`src/rtl/cdb_result_buffer_pkg.sv`:
```
// Shared types for the CDB result path: the result payload broadcast on the
// common data bus and the default per-unit result buffer depth.
package cdb_result_buffer_pkg;

   // Default number of result entries held per execution unit
   localparam int CDB_BUF_DEPTH = 2;

   // Result payload carried from a functional unit onto the CDB
   typedef struct packed {
      logic [5:0]  robTag;
      logic [31:0] value;
      logic        exception;
   } cdb_t;

endpackage

```
`src/rtl/cdb_result_buffer.sv`:
```
// Per-execution-unit result queue in front of the CDB arbiter.
// Holds completed results in arrival order, requests the CDB with the oldest
// one and retires it on grant; back-pressures the FU when full.
// Optional feature macro: CDB_BUF_BYPASS_EN (zero-latency bypass when empty).
module cdb_result_buffer
   import cdb_result_buffer_pkg::*;
#(
   parameter int DEPTH = CDB_BUF_DEPTH
) (
   input  logic clk,
   input  logic rst_n,
   input  logic flush,
   input  logic fu_valid,
   input  cdb_t fu_data,
   output logic fu_ready,
   output logic cdb_req,
   output cdb_t cdb_data,
   input  logic cdb_grant
);

   localparam int PTR_W = $clog2(DEPTH);
   localparam int CNT_W = $clog2(DEPTH + 1);

   logic [CNT_W-1:0] r_count;
   logic [PTR_W-1:0] r_rdPtr;
   logic [PTR_W-1:0] r_wrPtr;
   cdb_t             r_mem [DEPTH];

   logic             w_empty;
   logic             w_full;
   logic             w_bypass;
   logic             w_push;
   logic             w_pop;
   logic [CNT_W-1:0] w_countNext;

   // Decide whether an incoming result can skip storage and go straight to the CDB
   always_comb begin
      w_empty  = (r_count == '0);
      w_full   = (r_count == CNT_W'(DEPTH));
      w_bypass = 1'b0;
`ifdef CDB_BUF_BYPASS_EN
      w_bypass = w_empty && fu_valid && !flush;
`endif
   end

   // Drive the FU handshake and the CDB request; everything is quiet while in reset
   always_comb begin
      fu_ready = rst_n && !w_full;
      cdb_req  = rst_n && (!w_empty || w_bypass);
      cdb_data = '0;
      if (rst_n) begin
         if (!w_empty) begin
            cdb_data = r_mem[r_rdPtr];
         end else if (w_bypass) begin
            cdb_data = fu_data;
         end
      end
   end

   // Work out this cycle's push/pop and the resulting occupancy; a bypassed
   // result that is granted immediately never needs a slot
   always_comb begin
      w_push      = fu_valid && fu_ready && !flush && !(w_bypass && cdb_grant);
      w_pop       = cdb_req && cdb_grant && !w_empty && !flush;
      w_countNext = r_count;
      if (w_push && !w_pop) begin
         w_countNext = r_count + CNT_W'(1);
      end else if (w_pop && !w_push) begin
         w_countNext = r_count - CNT_W'(1);
      end
   end

   // Pointers and occupancy; reset and flush both return the queue to empty
   always_ff @(posedge clk) begin
      if (!rst_n || flush) begin
         r_count <= '0;
         r_rdPtr <= '0;
         r_wrPtr <= '0;
      end else begin
         r_count <= w_countNext;
         if (w_push) begin
            r_wrPtr <= r_wrPtr + PTR_W'(1);
         end
         if (w_pop) begin
            r_rdPtr <= r_rdPtr + PTR_W'(1);
         end
      end
   end

   // Result storage; contents are only meaningful where the pointers say so
   always_ff @(posedge clk) begin
      if (w_push) begin
         r_mem[r_wrPtr] <= fu_data;
      end
   end

endmodule

```
`config.mk`:
```
export PLATFORM = sky130hd
export DESIGN_NAME = cdb_result_buffer
export DESIGN_NICKNAME = d
export VERILOG_FILES = /design/src/rtl/cdb_result_buffer_pkg.sv /design/src/rtl/cdb_result_buffer.sv
export SDC_FILE = /design/constraint.sdc
export NUM_CORES = 1
export LEC_CHECK = 0
export CORE_MARGIN = 2
export CORE_UTILIZATION = 52
export CTS_CLUSTER_DIAMETER = 60
export DETAILED_ROUTE_END_ITERATION = 8
export PLACE_DENSITY = 0.85
export SYNTH_ARGS = -nofsm -noshare
export SYNTH_HDL_FRONTEND = slang
export SYNTH_SLANG_ARGS = --single-unit
```
`constraint.sdc`:
```
create_clock -name clk -period 7.94 [get_ports clk]
set_input_delay 1.588 -clock clk [delete_from_list [all_inputs] [get_ports clk]]
set_output_delay 1.588 -clock clk [all_outputs]
set_load 0.02 [all_outputs]
```
==> metrics.cfg, run 1 <==
[setup_path]
r2r_end = r_mem[1][27]
path_cells = clkdlybuf4s50_1 > o21ai_4 > nor2_1 > clkdlybuf4s50_1
slowest_stage = clkdlybuf4s50_1
cp.required_ns = 6.35
slowest_delay_ns = 0.63
worstPathArrival_ns = 3.35
path_common_cell = clkdlybuf4s50_1
r2r_slack_ns = 5.67
timing_worst_setup_path_type = input pin to primary output
r2r.worst_path.cells = 3
worstSetupEndpointType = primary output
cp-start-kind = input pin
cp-endpoint = cdb_data[38]
reg2reg_from = r_count[0]
cp_max_fo = 40
critical_path.startpoint = rst_n

[timing]
setup_viol = 0
finalCritPeriodShare_pct = 62.2
slew_headroom_pct = 20.1
grt_setup_unrepaired = no
finalSetupTns_ns = 0
fin_skew_ns = 0.00642
slew_viol_final = 0
hold_viol = 0
maxClockFrequency_ghz = 0.203
worst_pin_slew_ns = 1.20
period_needed_ns = 4.94

[global_route]
grt_max_degree = 41
grt_pass1_wl_mm = 7.98
grt_overflow = 0
grt_pass1_vias = 1786
antenna_found_initial = 0
grt_use_total_pct = 16.4

[power_and_ir_drop]
peakVddDrop_mv = 0.132
power_uw = 854
pwr_density_cell_nw_per_um2 = 199
clkPwrFrac_pct = 36.5
p_comb_share_pct = 6.1
p_int_uw = 692
power.leakage_nw = 1.36
netSwitchingPower_uw = 163
p_sw_share_pct = 19.0
sequentialPowerShare_pct = 57.4

[yosys]
seq_area_frac_synth_pct = 76.6
synth_edf_count = 78
synth.avg_cell_area_um2 = 16.3
synth_top_cell_by_area = edfxtp_1
synth.area.top_cells = edfxtp_1 73%, mux2i_1 12%, nor2_1 5.2%
yosysMostFrequentCell = edfxtp_1
synthCells = 195
syn-num-nets = 240
synth_area_um2 = 3190
synth_ff_type = edfxtp_1
ys_ff_latch = 83
yosysUniqueCellTypes = 20
synthTopCellsByCount = 78 x edfxtp_1, 44 x nor2_1, 39 x mux2i_1
synth.top_cell.area_share_pct = 73.5
async_reset_ff_share_pct = 0
ys_warn_count = 0

[clock_tree]
clock_latency_ns = 0.33
post_cts_resized = 0
postCtsSetupRepairBufs = 0
path_clk_slew_ns = 0.08
cts.sinks = 83
cts_root_buffer = clkbuf_8
ctsHoldBuffers = 0
cts_tree = done
h-tree-depth = 3
cts_buffers = 9
cts_buffer_depth = 2

[die]
die_w_um = 82.3
row_count = 28
pin_count = 85
dieArea_um2 = 6770
initial_utilization_pct = 53.8
die_y_um = 82.3
core-area_um2 = 5920

[drt]
routed_wl_mm = 5.17
ant_nets = 0
first_pass_iters = 4
wl_per_cell_um = 14.3
via_per_inst = 5.00
vias = 1806
drc = 0
drt-initial-drc-count = 67

[place]
place_congestion = 0.716
portBuffers = 84

[layout]
antennaDiodeCount = 0
area.growth.synth_to_final_pct = 34.7
drive_gt1_share_pct = 6.29
nets = 326
nFillCells = 382

[worst_hold_path]
min_path_type = flop to flop

[run_status]
status = finished, final reports clean

[job]
maxCapViolations = 0

state kept, by name (all words and copies together) (netlist names), named ones only:
name / cells
r_count: 2
r_rdPtr: 1
r_wrPtr: 1
r_mem: 78
metrics by stage:
step / util [%] / cell area [um^2] / hold slack [ns] / instances / setup slack [ns]
CTS: 72.5 / 4300 / 0.513 / 361 / 3.00
global placement: 69.0 / 4090 / 0.485 / 345 / 3.04
finish: 72.5 / 4300 / 0.511 / 361 / 3.00
global route: 72.5 / 4300 / 0.557 / 361 / 2.89
detailed placement: 69.0 / 4090 / 0.494 / 345 / 3.00
floorplan: - / 3190 / 0.472 / 195 / 4.05
layer usage:
layer | vias to the layer above | global-route usage, % | wire length (um)
met5 | - | 0 | 0
met4 | 0 | 10.5 | 89
met3 | 8 | 4.13 | 325
met2 | 58 | 27.9 | 2690
met1 | 859 | 18.4 | 2060
li1 | 881 | - | -
placed cells by master (no fill, tap or decap), drive strengths merged, types with 2 or more instances in the layout:
| cell | count |
|---|---|
| nand2b | 2 |
| mux2i | 39 |
| bufinv | 2 |
| clkbuf | 10 |
| a21oi | 2 |
| edfxtp | 78 |
| clkinv | 3 |
| inv | 3 |
| nor2 | 44 |
| o21ai | 3 |
| xor2 | 3 |
| clkdlybuf4s50 | 84 |
| dfxtp | 5 |
kinds of logic (layout without fill, tap and decap cells):
group,after synthesis,count (layout),synth area share [%]
XOR/XNOR,3,3,0.824
AND/OR/NAND/NOR,51,51,6.59
buffers and inverters,12,103,2.32
adder cells (fa/ha/maj),1,1,0.392
flip-flops,83,83,76.6
multiplexers,39,39,12.2
AO/OA/AOI/OAI,6,6,1.02
worst max-delay path, delay by kind of cell:
family	cells	cell delay (ns)
simple gates	1	0.26
buf+inv	2	1.19
compound gates	1	0.30
power by group through the flow:
stage	logic [mW]	clock network, mW	registers (mW)
floorplan	0.0194	0	0.499
global placement	0.0509	0	0.500
detailed placement	0.0525	0	0.501
CTS	0.0528	0.318	0.491
global route	0.0564	0.340	0.491
finish	0.0520	0.312	0.491
cell type report:
type	instances	area [um^2]	share of cell area (%)
inverter	3	11.3	0.262
tap	75	93.8	2.18
clock buffer	10	128	2.97
clock inverter	6	80.1	1.86
sequential	83	2440	56.9
multi-input combinational	100	698	16.3
timing repair buffer	84	841	19.6
worst min-delay path by stage:
stage / startpoint / endpoint / slack [ns] / depth (start not counted)
2_1_floorplan: r_rdPtr / flop / 0.47 / 2
3_3_place_gp: r_rdPtr / flop / 0.49 / 2
3_5_place_dp: r_rdPtr / flop / 0.49 / 2
4_1_cts: r_rdPtr / flop / 0.51 / 2
5_1_grt: r_rdPtr / flop / 0.56 / 2
6_report: r_rdPtr / flop / 0.51 / 2
No activity file was read; power rests on OpenSTA's default activity.
==> run 2: changes to the inputs <==
CORE_UTILIZATION = 43   (was 52)
PLACE_DENSITY = 0.75   (was 0.85)
clock period = 4.2 ns   (was 7.94 ns; I/O delays follow)
==> metrics.cfg, run 2 (synthesized netlist as in run 1, its figures left out) <==
[run_status]
status = finished, final reports clean

[drt]
routed_wl_mm = 5.53  ; +7.1%
first_pass_iters = 4  ; unchanged
wl_per_cell_um = 14.2  ; -0.61%
drc = 0  ; unchanged
drt-initial-drc-count = 78  ; +16%
ant_nets = 0  ; unchanged
via_per_inst = 4.66  ; -6.9%
vias = 1812  ; +0.33%

[layout]
seqCellArea_um2 = 2440  ; unchanged
antennaDiodeCount = 0  ; unchanged
multiInputGateArea_um2 = 698  ; unchanged
post-route-util_pct = 60.0  ; -13 points
top_register = r_mem
largest_reg_flops = 78  ; unchanged
reg_top3 = r_mem: 78 flops, r_count: 2 flops
final_cell_mix = 84 x clkdlybuf4s50_1, 78 x edfxtp_1, 42 x nor2_1
final_common_cell = clkdlybuf4s50_1
area.growth.synth_to_final_pct = 35.8
nets = 330  ; +1.2%
stdcell_count = 389  ; +7.8%
drive_gt1_share_pct = 7.59  ; +1.3 points
nFillCells = 608  ; +59%

[power_and_ir_drop]
p_int_mw = 1.25  ; +81%
sequentialPowerShare_pct = 59.7  ; +2.3 points
power_mw = 1.55  ; +82%
clkPwrFrac_pct = 33.8  ; -2.7 points
pwr_density_cell_nw_per_um2 = 358  ; +80%
p_comb_share_pct = 6.5  ; +0.4 points
netSwitchingPower_uw = 300  ; +85%
power.leakage_nw = 1.37  ; +1.1%
p_sw_share_pct = 19.4  ; +0.33 points
peakVddDrop_mv = 0.217  ; +64%

[die]
pin_count = 85  ; unchanged
dieArea_um2 = 8120  ; +20%
die_y_um = 90.1  ; +9.5%
initial_utilization_pct = 44.2  ; -9.7 points
row_count = 31  ; +11%
die_w_um = 90.1  ; +9.5%
core-area_um2 = 7210  ; +22%

[global_route]
use_met1_pct = 16.4  ; -2.0 points
grt_pass1_wl_mm = 8.97  ; +12%
grt_overflow = 0  ; unchanged
grt_pass1_vias = 1886  ; +5.6%
use_met2_pct = 25.4  ; -2.5 points
antenna_found_initial = 0  ; unchanged
use_met3_pct = 3.94  ; -0.19 points
grt_use_total_pct = 14.3  ; -2.1 points
grt_max_degree = 41  ; unchanged
busiest_layer = met2

[clock_tree]
cts_buffer_depth = 2  ; unchanged
cts.sinks = 83  ; unchanged
path_clk_slew_ns = 0.07  ; about the same
ctsHoldBuffers = 0  ; unchanged
cts_tree = done
cts_root_buffer = clkbuf_8
postCtsSetupRepairBufs = 0  ; unchanged
clock_latency_ns = 0.33  ; about the same
h-tree-depth = 3  ; unchanged
post_cts_resized = 0  ; unchanged
cts_buffers = 9  ; unchanged

[timing]
worst_pin_slew_ns = 1.01  ; -0.194 ns
fin_skew_ns = 0.00536  ; -0.00106 ns
hold_viol = 0  ; unchanged
finalCritPeriodShare_pct = 81.0
slew_headroom_pct = 32.7  ; +13 points
slew_viol_final = 0  ; unchanged
setup_viol = 0  ; unchanged
maxClockFrequency_ghz = 0.294
period_needed_ns = 3.40
finalSetupTns_ns = 0  ; unchanged
grt_setup_unrepaired = no

[setup_path]
slowest_delay_ns = 0.63  ; about the same
cp_max_fo = 40  ; unchanged
cp-start-kind = input pin
path_common_cell = clkdlybuf4s50_1
worstSetupEndpointType = primary output
cp.required_ns = 3.36  ; -2.99 ns
worstPathArrival_ns = 2.56  ; -0.79 ns
slowest_stage = clkdlybuf4s50_1
path_cells = clkdlybuf4s50_1 > o21ai_4 > nor2_1 > clkdlybuf4s50_1
path_buf_inv = 2  ; unchanged
path_delay_family = buffers and inverters
timing_worst_setup_path_type = input pin to primary output

[place]
hpwl_mm = 3.58
place_congestion = 0.698  ; -2.5%
portBuffers = 84  ; unchanged
dp_cells = 373  ; +8.1%

[job]
maxCapViolations = 0  ; unchanged

[worst_hold_path]
min_path_type = flop to flop

==> run 2: changes by cell type in the layout (fill, tap and decap cells not counted), sizes merged <==
cell / change
clkbuf: +2
clkinvlp: -1
bufinv: -1
buf: +4
==> run 2: routing by layer <==
metal,vias to the layer above,wire length (um)
li1,892,-
met1,860,2300
met2,54,2880
met3,6,293
met4,0,59
met5,-,0
==> run 2: path summary, 6_finish.rpt <==
path	cells after the start	from	to	slack, ns
worst max-delay path	4	rst_n	cdb_data[4]	0.80
worst max register to register	4	r_count[0]	r_mem[1][18]	2.27
worst min register to register	2	r_rdPtr	r_rdPtr	0.52
worst min-delay path	2	r_rdPtr	r_rdPtr	0.52
==> run 2: layout make-up <==
class	count	area share, %
Sequential cell	83	56.5
Tap cell	99	2.86
Multi-Input combinational cell	100	16.1
Timing Repair Buffer	88	20.1
Clock buffer	12	3.12
Inverter	3	0.260
Clock inverter	4	1.04
==> run 2: worst register-to-register path, stage by stage (launching register included) <==
cell	delay, ns
dfxtp_1	0.45
nand2b_1	0.20
nand4b_1	0.28
nor2_4	0.15
buf_4	0.46
==> run 2: metrics by stage <==
step	hold WS, ns	worst slack (ns)	area (um^2)
final	0.522	0.799	4330
after global routing	0.552	0.693	4330
after CTS	0.524	0.764	4330
after detailed placement	0.506	0.763	4150
after global placement	0.488	0.785	4150
after floorplan	0.472	1.06	3190
==> run 2: power groups by stage <==
stage               clock [mW]  sequential (mW)  combinational (mW)
finish                   0.524            0.926               0.101
global route             0.584            0.927               0.110
CTS                      0.543            0.926               0.103
detailed placement           0            0.944               0.103
global placement             0            0.944              0.0999
floorplan                    0            0.943              0.0366
